==> config.mk <==
export PLATFORM = sky130hd
export DESIGN_NAME = uart_mem_bridge
export DESIGN_NICKNAME = d
export VERILOG_FILES = /design/src/rtl/uart_mem_bridge.sv
export SDC_FILE = /design/constraint.sdc
export NUM_CORES = 1
export LEC_CHECK = 0
export CORE_ASPECT_RATIO = 1.75
export CORE_MARGIN = 5
export CORE_UTILIZATION = 30
export DETAILED_ROUTE_END_ITERATION = 6
export SYNTH_ARGS = -nofsm -noshare
export SYNTH_HDL_FRONTEND = slang
export SYNTH_SLANG_ARGS = --single-unit
==> constraint.sdc <==
create_clock -name clk -period 7.6 [get_ports clk]
set_input_delay 0.76 -clock clk [delete_from_list [all_inputs] [get_ports clk]]
set_output_delay 0.76 -clock clk [all_outputs]
set_load 0.005 [all_outputs]
==> src/rtl/uart_mem_bridge.sv <==
// UART command to memory bridge: runs single/burst accesses through the arbiter
// and queues read words and error codes in a response FIFO for the transmitter.
module uart_mem_bridge #(
    parameter int DATA_W    = 32,
    parameter int ADDR_W    = 15,
    parameter int LEN_W     = 4,
    parameter int RSP_DEPTH = 4
) (
    input  logic              clk,
    input  logic              rst,
    input  logic              cmd_valid,
    output logic              cmd_ready,
    input  logic [7:0]        cmd_op,
    input  logic [ADDR_W-1:0] cmd_addr,
    input  logic [DATA_W-1:0] cmd_data,
    input  logic [LEN_W-1:0]  cmd_len,
    input  logic [1:0]        cmd_error,
    output logic              mem_enable,
    output logic              mem_readWrite,
    output logic [ADDR_W-1:0] mem_address,
    output logic [DATA_W-1:0] mem_dataIn,
    input  logic [DATA_W-1:0] mem_dataOut,
    input  logic              arbitratorDone,
    output logic              tx_valid,
    input  logic              tx_ready,
    output logic              tx_mode,
    output logic [DATA_W-1:0] tx_word,
    output logic [7:0]        tx_byte,
    output logic              busy,
    output logic [7:0]        err_count
);
    localparam int PTR_W = $clog2(RSP_DEPTH);

    typedef enum logic [2:0] {S_IDLE, S_CHECK, S_ACCESS, S_GAP, S_ERR} state_t;
    state_t state_q, state_d;

    logic [7:0]        op_q;
    logic [1:0]        cmd_err_q;
    logic [LEN_W-1:0]  remaining_q;
    logic [7:0]        code_q, code_d;
    logic              en_d;
    logic              push, pop, push_mode;
    logic [DATA_W-1:0] push_data;
    logic [PTR_W-1:0]  wr_ptr, rd_ptr;
    logic [PTR_W:0]    count;
    logic              fifo_full, fifo_empty, is_read;
    logic [ADDR_W:0]   end_addr;
    logic              fifo_mode [RSP_DEPTH];
    logic [DATA_W-1:0] fifo_data [RSP_DEPTH];

    assign fifo_full  = (count == (PTR_W+1)'(RSP_DEPTH));
    assign fifo_empty = (count == '0);
    assign is_read    = !mem_readWrite;
    // Last beat address with a carry bit; a set carry means the burst runs off the top.
    assign end_addr   = {1'b0, mem_address} + (ADDR_W+1)'(remaining_q);

    assign cmd_ready = (state_q == S_IDLE);
    assign tx_valid  = !fifo_empty;
    assign tx_mode   = tx_valid && fifo_mode[rd_ptr];
    assign tx_word   = tx_mode ? fifo_data[rd_ptr] : '0;
    assign tx_byte   = (tx_valid && !fifo_mode[rd_ptr]) ? fifo_data[rd_ptr][7:0] : 8'h00;
    assign pop       = tx_valid && tx_ready;

    // Only this FSM pushes, so a FIFO that is not full now cannot fill before the
    // read completes; gating mem_enable on the current full flag is sufficient.
    always_comb begin
        state_d   = state_q;
        en_d      = 1'b0;
        code_d    = code_q;
        push      = 1'b0;
        push_mode = 1'b0;
        push_data = '0;
        case (state_q)
            S_IDLE: begin
                if (cmd_valid) state_d = S_CHECK;
            end
            S_CHECK: begin
                if (cmd_err_q != 2'd0) begin
                    state_d = S_ERR;
                    code_d  = {6'd0, cmd_err_q};
                end else if (op_q != 8'h00 && op_q != 8'h01) begin
                    state_d = S_ERR;
                    code_d  = 8'h04;
                end else if (end_addr[ADDR_W]) begin
                    state_d = S_ERR;
                    code_d  = 8'h05;
                end else begin
                    state_d = S_ACCESS;
                    en_d    = !(is_read && fifo_full);
                end
            end
            S_ACCESS: begin
                if (mem_enable) begin
                    if (arbitratorDone) begin
                        push      = is_read;
                        push_mode = 1'b1;
                        push_data = mem_dataOut;
                        state_d   = (remaining_q == '0) ? S_IDLE : S_GAP;
                    end else begin
                        en_d = 1'b1;
                    end
                end else begin
                    en_d = !(is_read && fifo_full);
                end
            end
            S_GAP: begin
                state_d = S_ACCESS;
                en_d    = !(is_read && fifo_full);
            end
            S_ERR: begin
                if (!fifo_full) begin
                    push      = 1'b1;
                    push_data = {{(DATA_W-8){1'b0}}, code_q};
                    state_d   = S_IDLE;
                end
            end
            default: state_d = S_IDLE;
        endcase
    end

    always_ff @(posedge clk or negedge rst) begin
        if (!rst) begin
            state_q       <= S_IDLE;
            mem_enable    <= 1'b0;
            busy          <= 1'b0;
            err_count     <= 8'h00;
            code_q        <= 8'h00;
            op_q          <= 8'h00;
            cmd_err_q     <= 2'd0;
            remaining_q   <= '0;
            mem_readWrite <= 1'b0;
            mem_address   <= '0;
            mem_dataIn    <= '0;
        end else begin
            state_q    <= state_d;
            mem_enable <= en_d;
            busy       <= (state_d != S_IDLE);
            code_q     <= code_d;
            if (state_q == S_IDLE && cmd_valid) begin
                op_q          <= cmd_op;
                cmd_err_q     <= cmd_error;
                remaining_q   <= cmd_len;
                mem_readWrite <= (cmd_op == 8'h00);
                mem_address   <= cmd_addr;
                mem_dataIn    <= cmd_data;
            end
            if (state_q == S_GAP) begin
                mem_address <= mem_address + ADDR_W'(1);
                remaining_q <= remaining_q - LEN_W'(1);
            end
            if (state_q == S_ERR && !fifo_full && err_count != 8'hFF)
                err_count <= err_count + 8'd1;
        end
    end

    always_ff @(posedge clk or negedge rst) begin
        if (!rst) begin
            wr_ptr <= '0;
            rd_ptr <= '0;
            count  <= '0;
        end else begin
            if (push) wr_ptr <= wr_ptr + PTR_W'(1);
            if (pop)  rd_ptr <= rd_ptr + PTR_W'(1);
            case ({push, pop})
                2'b10:   count <= count + (PTR_W+1)'(1);
                2'b01:   count <= count - (PTR_W+1)'(1);
                default: count <= count;
            endcase
        end
    end

    always_ff @(posedge clk) begin
        if (push) begin
            fifo_mode[wr_ptr] <= push_mode;
            fifo_data[wr_ptr] <= push_data;
        end
    end
endmodule
==> impl_metrics.ini <==
[yosys]
synth_edf_count = 132
synth_cell_types = 55
synth_seq_cells = 216
synth.top_cell.area_share_pct = 43.1
syn-num-nets = 794
ys.warnings.count = 0
synth_area_per_cell_um2 = 13.4
mappedNetlistArea_um2 = 9190
syn_inst = 684
synth_top_cell_by_area = edfxtp_1
synth.area.top_cells = edfxtp_1 (43%), dfrtp_1 (23%), mux4_2 (8.1%), nand2_1 (6.0%), and2_1 (2.9%)
ys_async_sr_fraction_pct = 38.9
ys.flop_type = edfxtp_1
ys_seq_area_share_pct = 66.0

[outcome]
status = finished, final reports clean

[cts]
cts_buffers = 22
cts_tree = built
postCtsHoldBufs = 0
postCtsSetupBuffers = 0
clockBufferDepth = 3
cts_sinks = 216
clkSlewWorstSetupHoldPaths_ns = 0.06
cts_resized = 0
htreeDepth = 1
clk_latency_ns = 0.50
clock-root-buffer = clkbuf_16

[worst_setup_path]
end_kind = output port
critPathMaxFanout = 34
cp-start-kind = flop
worstPathRequired_ns = 6.84
crit_arrival_ns = 3.44
crit_type = flop to output port

[placement]
pre_cts_slack_ns = 3.77
dpl.hpwl_mm = 15.3
dp.cells = 1240
gp_congestion = 0.741
place.port_buffers = 198

[timing]
slew_headroom_pct = 36.3
fin_ws_ns = 3.40
rsz0062_at_grt = false
slew_viol_final = 0
period_share_pct = 55.2
finalCriticalPeriod_ns = 4.20
setup_violations = 0
fmax_mhz = 238
hold_violations = 0
finClkSkew_ns = 0.0109
worstMarginPinSlew_ns = 0.955
fin_tns_setup_ns = 0

[power]
switching_share_pct = 30.3
peakVddDrop_uv = 252
power_switching_mw = 1.38
clock_power_share_pct = 25.5
p_int_mw = 3.17
power.density_nw_per_um2 = 368
p_total_mw = 4.55
leakage_nw = 4.86
pwr-share-comb_pct = 36.0
seq_power_share_pct = 38.5

[finish]
multiInputGateArea_um2 = 2920
nets = 987
antenna_cells = 0
fin_cells = 1278
syn_to_final_growth_pct = 34.3
layout_commonest_cell = clkdlybuf4s50_1
final_cell_mix = clkdlybuf4s50_1 (197), nand2_1 (145), edfxtp_1 (132), dfrtp_1 (82), and3_1 (40)
fillCellCount = 2843
regArea_um2 = 6070
post-route-util_pct = 40.9
drive_above_1_share_pct = 11.1

[detailed_routing]
num_vias = 5996
viasPerCell = 4.69
dr.pass1.iters = 4
antenna_left = 0
drtIter0Drc = 248
routed_wl_mm = 22.7
drc = 0
routedWlPerCell_um = 17.7

[floorplan]
die_y_um = 242
initial_utilization_pct = 30.5
ios = 199
row_count = 84
die_w_um = 142
coreArea_um2 = 30200
dieArea_um2 = 34400

[global_route]
grt_overflow = 0
grt_pass1_vias = 6409
grt_pass1_wl_mm = 35.9
grtUsageTotal_pct = 13.1
grt_max_degree = 61
antenna_found_initial = 1

[worst_hold_path]
hold_path_class = input pin to asynchronous set/reset pin

[flow_run]
cap_viol_max_count = 0
[cell usage after synthesis (all sizes together) (2+ instances only)]
cell     count
clkbuf      18
a31oi        3
nor4         5
dfrtp       84
and2        43
mux4        33
o22ai        2
edfxtp     132
nand4        6
nand3       15
xnor2        3
o21ai       13
mux2         4
nor2        21
buf         17
nand2      146
o221a        4
xor2         6
nor3        13
a2bb2oi      2
inv         18
a22o         2
nor4b        2
a21oi       14
o211ai       2
a211oi       6
and3        41
ha          11
[cell type report]
class / count / area share [%]
Sequential cell: 216 / 49.1
Multi-Input combinational cell: 415 / 23.7
Timing Repair Buffer: 204 / 16.4
Clock buffer: 28 / 5.06
Tap cell: 387 / 3.92
Clock inverter: 10 / 1.28
Inverter: 18 / 0.547
[sequential cells by signal, indices dropped and copies added, names as in the netlist, 3 cells and up]
register	flops
code_q	3
count	3
err_count	8
fifo_data	128
fifo_mode	4
mem_address	15
mem_dataIn	32
op_q	7
remaining_q	4
state_q	3
[metrics by stage]
stage / hold WS, ns / cell area (µm²)
floorplan: 0.446 / 9190
global placement: 0.459 / 11600
detailed placement: 0.461 / 11600
CTS: 0.152 / 12300
global route: 0.173 / 12300
finish: 0.165 / 12300
[power groups by stage]
stage / Clock, mW / Combinational [mW] / Sequential (mW)
2_1_floorplan: 0 / 0.896 / 1.70
3_5_place_dp: 0 / 1.68 / 1.78
5_1_grt: 1.25 / 1.82 / 1.80
6_report: 1.16 / 1.64 / 1.75
4_1_cts: 1.21 / 1.69 / 1.76
3_3_place_gp: 0 / 1.66 / 1.77
[routing by layer]
| layer | global-route usage [%] | wire [µm] |
|---|---|---|
| met5 | 0 | 19 |
| met1 | 13.9 | 7980 |
| met2 | 24.7 | 12500 |
| met3 | 3.67 | 1620 |
| met4 | 3.97 | 558 |
[worst paths after layout]
path | startpoint | endpoint | slack (ns) | depth (start not counted)
worst max-delay path | rd_ptr[1] | tx_byte[7] | 3.40 | 4
worst min-delay path | rst | mem_dataIn[14] | 0.17 | 1
worst max register to register | state_q[0] | fifo_data[0][21] | 4.93 | 4
worst min register to register | mem_dataIn[26] | mem_dataIn[26] | 0.47 | 2
max in group asynchronous | rst | rd_ptr[0] | 6.27 | 2
min in group clk | mem_dataIn[26] | mem_dataIn[26] | 0.47 | 2
[worst max-delay path, stage by stage (launching register included)]
cell	delay, ns
dfrtp_2	0.94
mux4_2	0.71
nor2_1	0.57
and2_1	0.22
clkdlybuf4s50_1	0.50
[logic make-up (layout without fill, tap and decap cells)]
family | after synthesis | in the layout | share of synthesized area (%)
simple gates | 300 | 300 | 16.2
mux | 38 | 38 | 8.68
fa+ha+maj | 12 | 12 | 1.72
buf+inv | 53 | 260 | 2.37
compound gates | 56 | 56 | 4.14
flops | 216 | 216 | 66.0
xor+xnor | 9 | 9 | 0.858
(Power assumes the default switching activity.)
==> variant 1: new RTL, same flow settings <==
Put one more register stage on the output `err_count`, without a reset. The value now appears one clock later. The other outputs are not delayed to match.
--- a/src/rtl/uart_mem_bridge.sv
+++ b/src/rtl/uart_mem_bridge.sv
@@ -32,6 +32,8 @@
     localparam int PTR_W = $clog2(RSP_DEPTH);
 
     typedef enum logic [2:0] {S_IDLE, S_CHECK, S_ACCESS, S_GAP, S_ERR} state_t;
+
+    logic [7:0] err_count_s0;
     state_t state_q, state_d;
 
     logic [7:0]        op_q;
@@ -123,7 +125,7 @@
             state_q       <= S_IDLE;
             mem_enable    <= 1'b0;
             busy          <= 1'b0;
-            err_count     <= 8'h00;
+            err_count_s0  <= 8'h00;
             code_q        <= 8'h00;
             op_q          <= 8'h00;
             cmd_err_q     <= 2'd0;
@@ -148,8 +150,8 @@
                 mem_address <= mem_address + ADDR_W'(1);
                 remaining_q <= remaining_q - LEN_W'(1);
             end
-            if (state_q == S_ERR && !fifo_full && err_count != 8'hFF)
-                err_count <= err_count + 8'd1;
+            if (state_q == S_ERR && !fifo_full && err_count_s0 != 8'hFF)
+                err_count_s0 <= err_count_s0 + 8'd1;
         end
     end
 
@@ -175,4 +177,8 @@
             fifo_data[wr_ptr] <= push_data;
         end
     end
+    always_ff @(posedge clk) begin
+        err_count <= err_count_s0;
+    end
+
 endmodule
Check against the original RTL: not equivalent (a bounded check fails within 4 cycles, from zero or initial values and one cycle with rst low).
==> variant 1 against the original RTL <==
First-iteration DRC count is 6.0% lower. Setup slack worse by 0.035 ns. Sequential share of layout area up 1.3 points. Total power barely moved. Sequential cell count increased by 8. Non-clock buffer count fell by 2. Design area is essentially flat. Routed wire length fell by 1.1%. Synthesized area up 0.97%.
==> variant 1: results (changes against the original RTL) <==
{
  "outcome": {"value": "finished clean"},
  "syn_nets": {"value": 788, "change": "-0.76%"},
  "place_inst": {"value": 1237, "change": "-0.24%"},
  "netlist_top_cells_area": {"value": "edfxtp_1 (43%), dfrtp_1 (23%), mux4_2 (8.0%), nand2_1 (5.9%), and2_1 (2.9%)"},
  "first_global_vias": {"value": 6512, "change": "+1.6%"},
  "power.ir.vdd_worst": {"value": 0.329, "unit": "mV", "change": "+30%"},
  "worstRegToRegCells": {"value": 9, "change": "+5"},
  "cts-root-buf": {"value": "clkbuf_16"},
  "place_area": {"value": 11700, "unit": "µm²", "change": "+0.78%"},
  "rrSetupSlack": {"value": 4.95, "unit": "ns", "change": "+0.02 ns"},
  "finClkSkew": {"value": 0.0119, "unit": "ns", "change": "+0.00101 ns"},
  "critPathArrivalTime": {"value": 3.47, "unit": "ns", "change": "+0.03 ns"},
  "yosys-top-cells-count": {"value": "nand2_1 (146), edfxtp_1 (132), dfrtp_1 (84)"},
  "synth_async_sr_flop_share": {"value": 37.5, "unit": "%", "change": "-1.4 points"},
  "internal_power": {"value": 3160, "unit": "µW", "change": "-0.22%"},
  "leakagePower": {"value": 0.00477, "unit": "µW", "change": "-1.9%"},
  "post_route_cells_drive_above_1_share": {"value": 10.1, "unit": "%", "change": "-1.0 points"},
  "place.gp.congestion": {"value": 0.770, "change": "+3.9%"},
  "nNetsFinal": {"value": 980, "change": "-0.71%"},
  "r2r-start": {"value": "count[0]$_DFFE_PN0P_"},
  "timing.rr.end": {"value": "count[2]$_DFFE_PN0P_"},
  "synth-seq-area-share": {"value": 67.1, "unit": "%", "change": "+1.1 points"},
  "finalHoldWorstSlack": {"value": 0.0942, "unit": "ns", "change": "-0.0710 ns"},
  "num_vias": {"value": 5905, "change": "-1.5%"},
  "synth.distinct_cells": {"value": 50, "change": "-9.1%"},
  "worst_pin_slew": {"value": 1.07, "unit": "ns", "change": "+0.115 ns"},
  "fill_cells": {"value": 2945, "change": "+3.6%"}
}
==> variant 1: cell types whose count changed in the layout (fill, tap and decap cells not counted), sizes merged, moves of 3 or more <==
cell	unedited run	this run
a21oi	14	7
bufinv	4	1
o21ai	13	10
nor3	13	9
xnor2	3	9
dfxtp	0	8
and3	41	38
o221a	4	1
inv	20	14
clkinv	2	6
==> variant 1: cell type report <==
cell class	instances	area (µm²)	share of cell area (%)
clock inverters	7	60.1	0.486
well taps	391	489	3.96
flip-flops and latches	224	6230	50.4
diodes	1	2.50	0.0202
multi-input cells	406	2880	23.3
inverters	14	52.6	0.425
clock buffers	30	639	5.17
repair buffers	202	2010	16.3
==> variant 1: power by group through the flow <==
stage | Sequential [µW] | Clock [µW] | Combinational, µW
4_1_cts | 1840 | 1100 | 1700
6_report | 1830 | 1060 | 1650
5_1_grt | 1880 | 1150 | 1840
2_1_floorplan | 1780 | 0 | 882
3_3_place_gp | 1850 | 0 | 1680
3_5_place_dp | 1860 | 0 | 1700
==> variant 1: worst min path at each step <==
stage,from,to,cells past startpoint
3_3_place_gp,err_count_s0[5]$_DFFE_PN0P_,err_count[5]$_DFF_P_,0
4_1_cts,rst,busy$_DFF_PN0_,1
3_5_place_dp,err_count_s0[5]$_DFFE_PN0P_,err_count[5]$_DFF_P_,0
2_1_floorplan,err_count_s0[5]$_DFFE_PN0P_,err_count[5]$_DFF_P_,0
5_1_grt,rst,busy$_DFF_PN0_,1
6_report,rst,mem_address[14]$_DFFE_PN0P_,1
==> variant 1: metrics by stage <==
| step | power, µW | worst slack, ns |
|---|---|---|
| after floorplan | 2660 | 4.97 |
| after global placement | 3530 | 3.77 |
| after detailed placement | 3550 | 3.74 |
| after CTS | 4640 | 3.19 |
| after global routing | 4870 | 3.11 |
| final | 4550 | 3.37 |
==> variant 1: cells by family (layout without fill, tap and decap cells) <==
family          count (synthesis)  after routing  synth area share [%]
xor+xnor                       13             13                  1.23
fa+ha+maj                      12             12                  1.70
other cells                     0              1                     0
mux                            39             39                  8.71
simple gates                  297            297                  15.4
buf+inv                        48            253                  2.17
flops                         224            224                  67.1
compound gates                 45             45                  3.71
==> variant 1: routing by layer <==
| metal | GRT usage (%) | routed length (µm) |
|---|---|---|
| met1 | 14.1 | 8250 |
| met2 | 23.9 | 12000 |
| met3 | 3.56 | 1560 |
| met4 | 4.20 | 545 |
| met5 | 0 | 0 |
==> variant 2: new RTL, same settings <==
Made on the original files. `LEN_W`: 4 -> 8.
--- a/src/rtl/uart_mem_bridge.sv
+++ b/src/rtl/uart_mem_bridge.sv
@@ -3,7 +3,7 @@
 module uart_mem_bridge #(
     parameter int DATA_W    = 32,
     parameter int ADDR_W    = 15,
-    parameter int LEN_W     = 4,
+    parameter int LEN_W     = 8,
     parameter int RSP_DEPTH = 4
 ) (
     input  logic              clk,
Ports: changed (resized cmd_len); port bits go from 199 to 203. The function was not compared with the original's and may differ.
==> variant 2 against the original RTL <==
Total power grew 2.5%. Routed wire length up 4.5%. Register-to-register slack lost 0.07 ns. Combinational power grew 7%. First-iteration DRC count down 19%. Maximum frequency increased by 1.6%. Synthesized cell count grew 3.9%. Design area increased by 3.3%. Sequential share of layout area fell by 0.80 points. Sequential cell count is 4 higher. Setup slack improved by 0.065 ns. Final cell count increased by 3.3%. Critical path depth is 1 higher. Synthesized area rose by 4.5%. Critical endpoint unchanged. Highest routed layer is now met4.
==> variant 2: results (changes against the original RTL) <==
{
  "layoutNonFillerInstCount": {"value": 1320, "change": "+3.3%"},
  "syn_nets": {"value": 830, "change": "+4.5%"},
  "post_route_cells_drive_above_1_share": {"value": 11.5, "unit": "%", "change": "+0.37 points"},
  "parity_gate_share_of_the_synthesized_area_counting_xor_and_xnor_cells": {"value": 1.19, "unit": "%", "change": "+0.33 points"},
  "netlist_top_cells_area": {"value": "edfxtp_1 (41%), dfrtp_1 (23%), mux4_2 (7.7%), nand2_1 (5.7%), and2_1 (2.5%)"},
  "postSynthAreaPerCell": {"value": 13.5, "unit": "µm²", "change": "+0.55%"},
  "rrSetupSlack": {"value": 4.86, "unit": "ns", "change": "-0.07 ns"},
  "power.ir.vdd_worst": {"value": 0.278, "unit": "mV", "change": "+10%"},
  "met3RoutedLength": {"value": 1.40, "unit": "mm", "change": "-14%"},
  "post_detailed_routing_wire_length": {"value": 23.7, "unit": "mm", "change": "+4.5%"},
  "grt_use_met1": {"value": 13.7, "unit": "%", "change": "-0.21 points"},
  "pin_count_of_the_biggest_net_entering_global_routing": {"value": 60, "change": "-1.6%"},
  "outcome": {"value": "finished clean"},
  "grt_use_met3": {"value": 2.55, "unit": "%", "change": "-1.1 points"},
  "first_iter_violations": {"value": 202, "change": "-19%"},
  "grt_first_pass_wirelength": {"value": 37.0, "unit": "mm", "change": "+3.1%"},
  "finalHoldWorstSlack": {"value": 0.243, "unit": "ns", "change": "+0.0781 ns"},
  "total_routed_wire_length_on_the_met1_layer": {"value": 8.60, "unit": "mm", "change": "+7.7%"},
  "antenna_found_initial": {"value": 0, "change": "-1"},
  "power.clock.total": {"value": 1090, "unit": "µW", "change": "-6%"},
  "power.switching_fraction": {"value": 31.9, "unit": "%", "change": "+1.5 points"},
  "synth.distinct_cells": {"value": 65, "change": "+18%"},
  "synth-seq-area-share": {"value": 64.2, "unit": "%", "change": "-1.8 points"},
  "cpMaxStageDelayCell": {"value": "dfrtp_1"},
  "critPathArrivalTime": {"value": 3.37, "unit": "ns", "change": "-0.07 ns"},
  "cp_top_family": {"value": "buffers and inverters"}
}
variant 2: worst max path at each step:
stage,slack [ns],end,cells past startpoint,start
2_1_floorplan,4.40,fifo_data[0][0]$_DFFE_PP_,4,arbitratorDone
3_5_place_dp,3.89,tx_byte[7],5,rd_ptr[1]$_DFFE_PN0P_
5_1_grt,3.18,tx_byte[7],5,rd_ptr[1]$_DFFE_PN0P_
3_3_place_gp,3.96,tx_byte[4],5,rd_ptr[1]$_DFFE_PN0P_
6_report,3.47,tx_byte[7],5,rd_ptr[1]$_DFFE_PN0P_
4_1_cts,3.33,tx_byte[7],5,rd_ptr[1]$_DFFE_PN0P_
variant 2: area by class of cell:
type | instances | area (µm²)
Clock buffer | 27 | 591
Sequential cell | 220 | 6170
Clock inverter | 11 | 121
Fill cell | 2997 | 18800
Timing Repair Buffer | 210 | 2080
Antenna cell | 1 | 2.50
Multi-Input combinational cell | 442 | 3250
Tap cell | 396 | 495
Inverter | 13 | 48.8
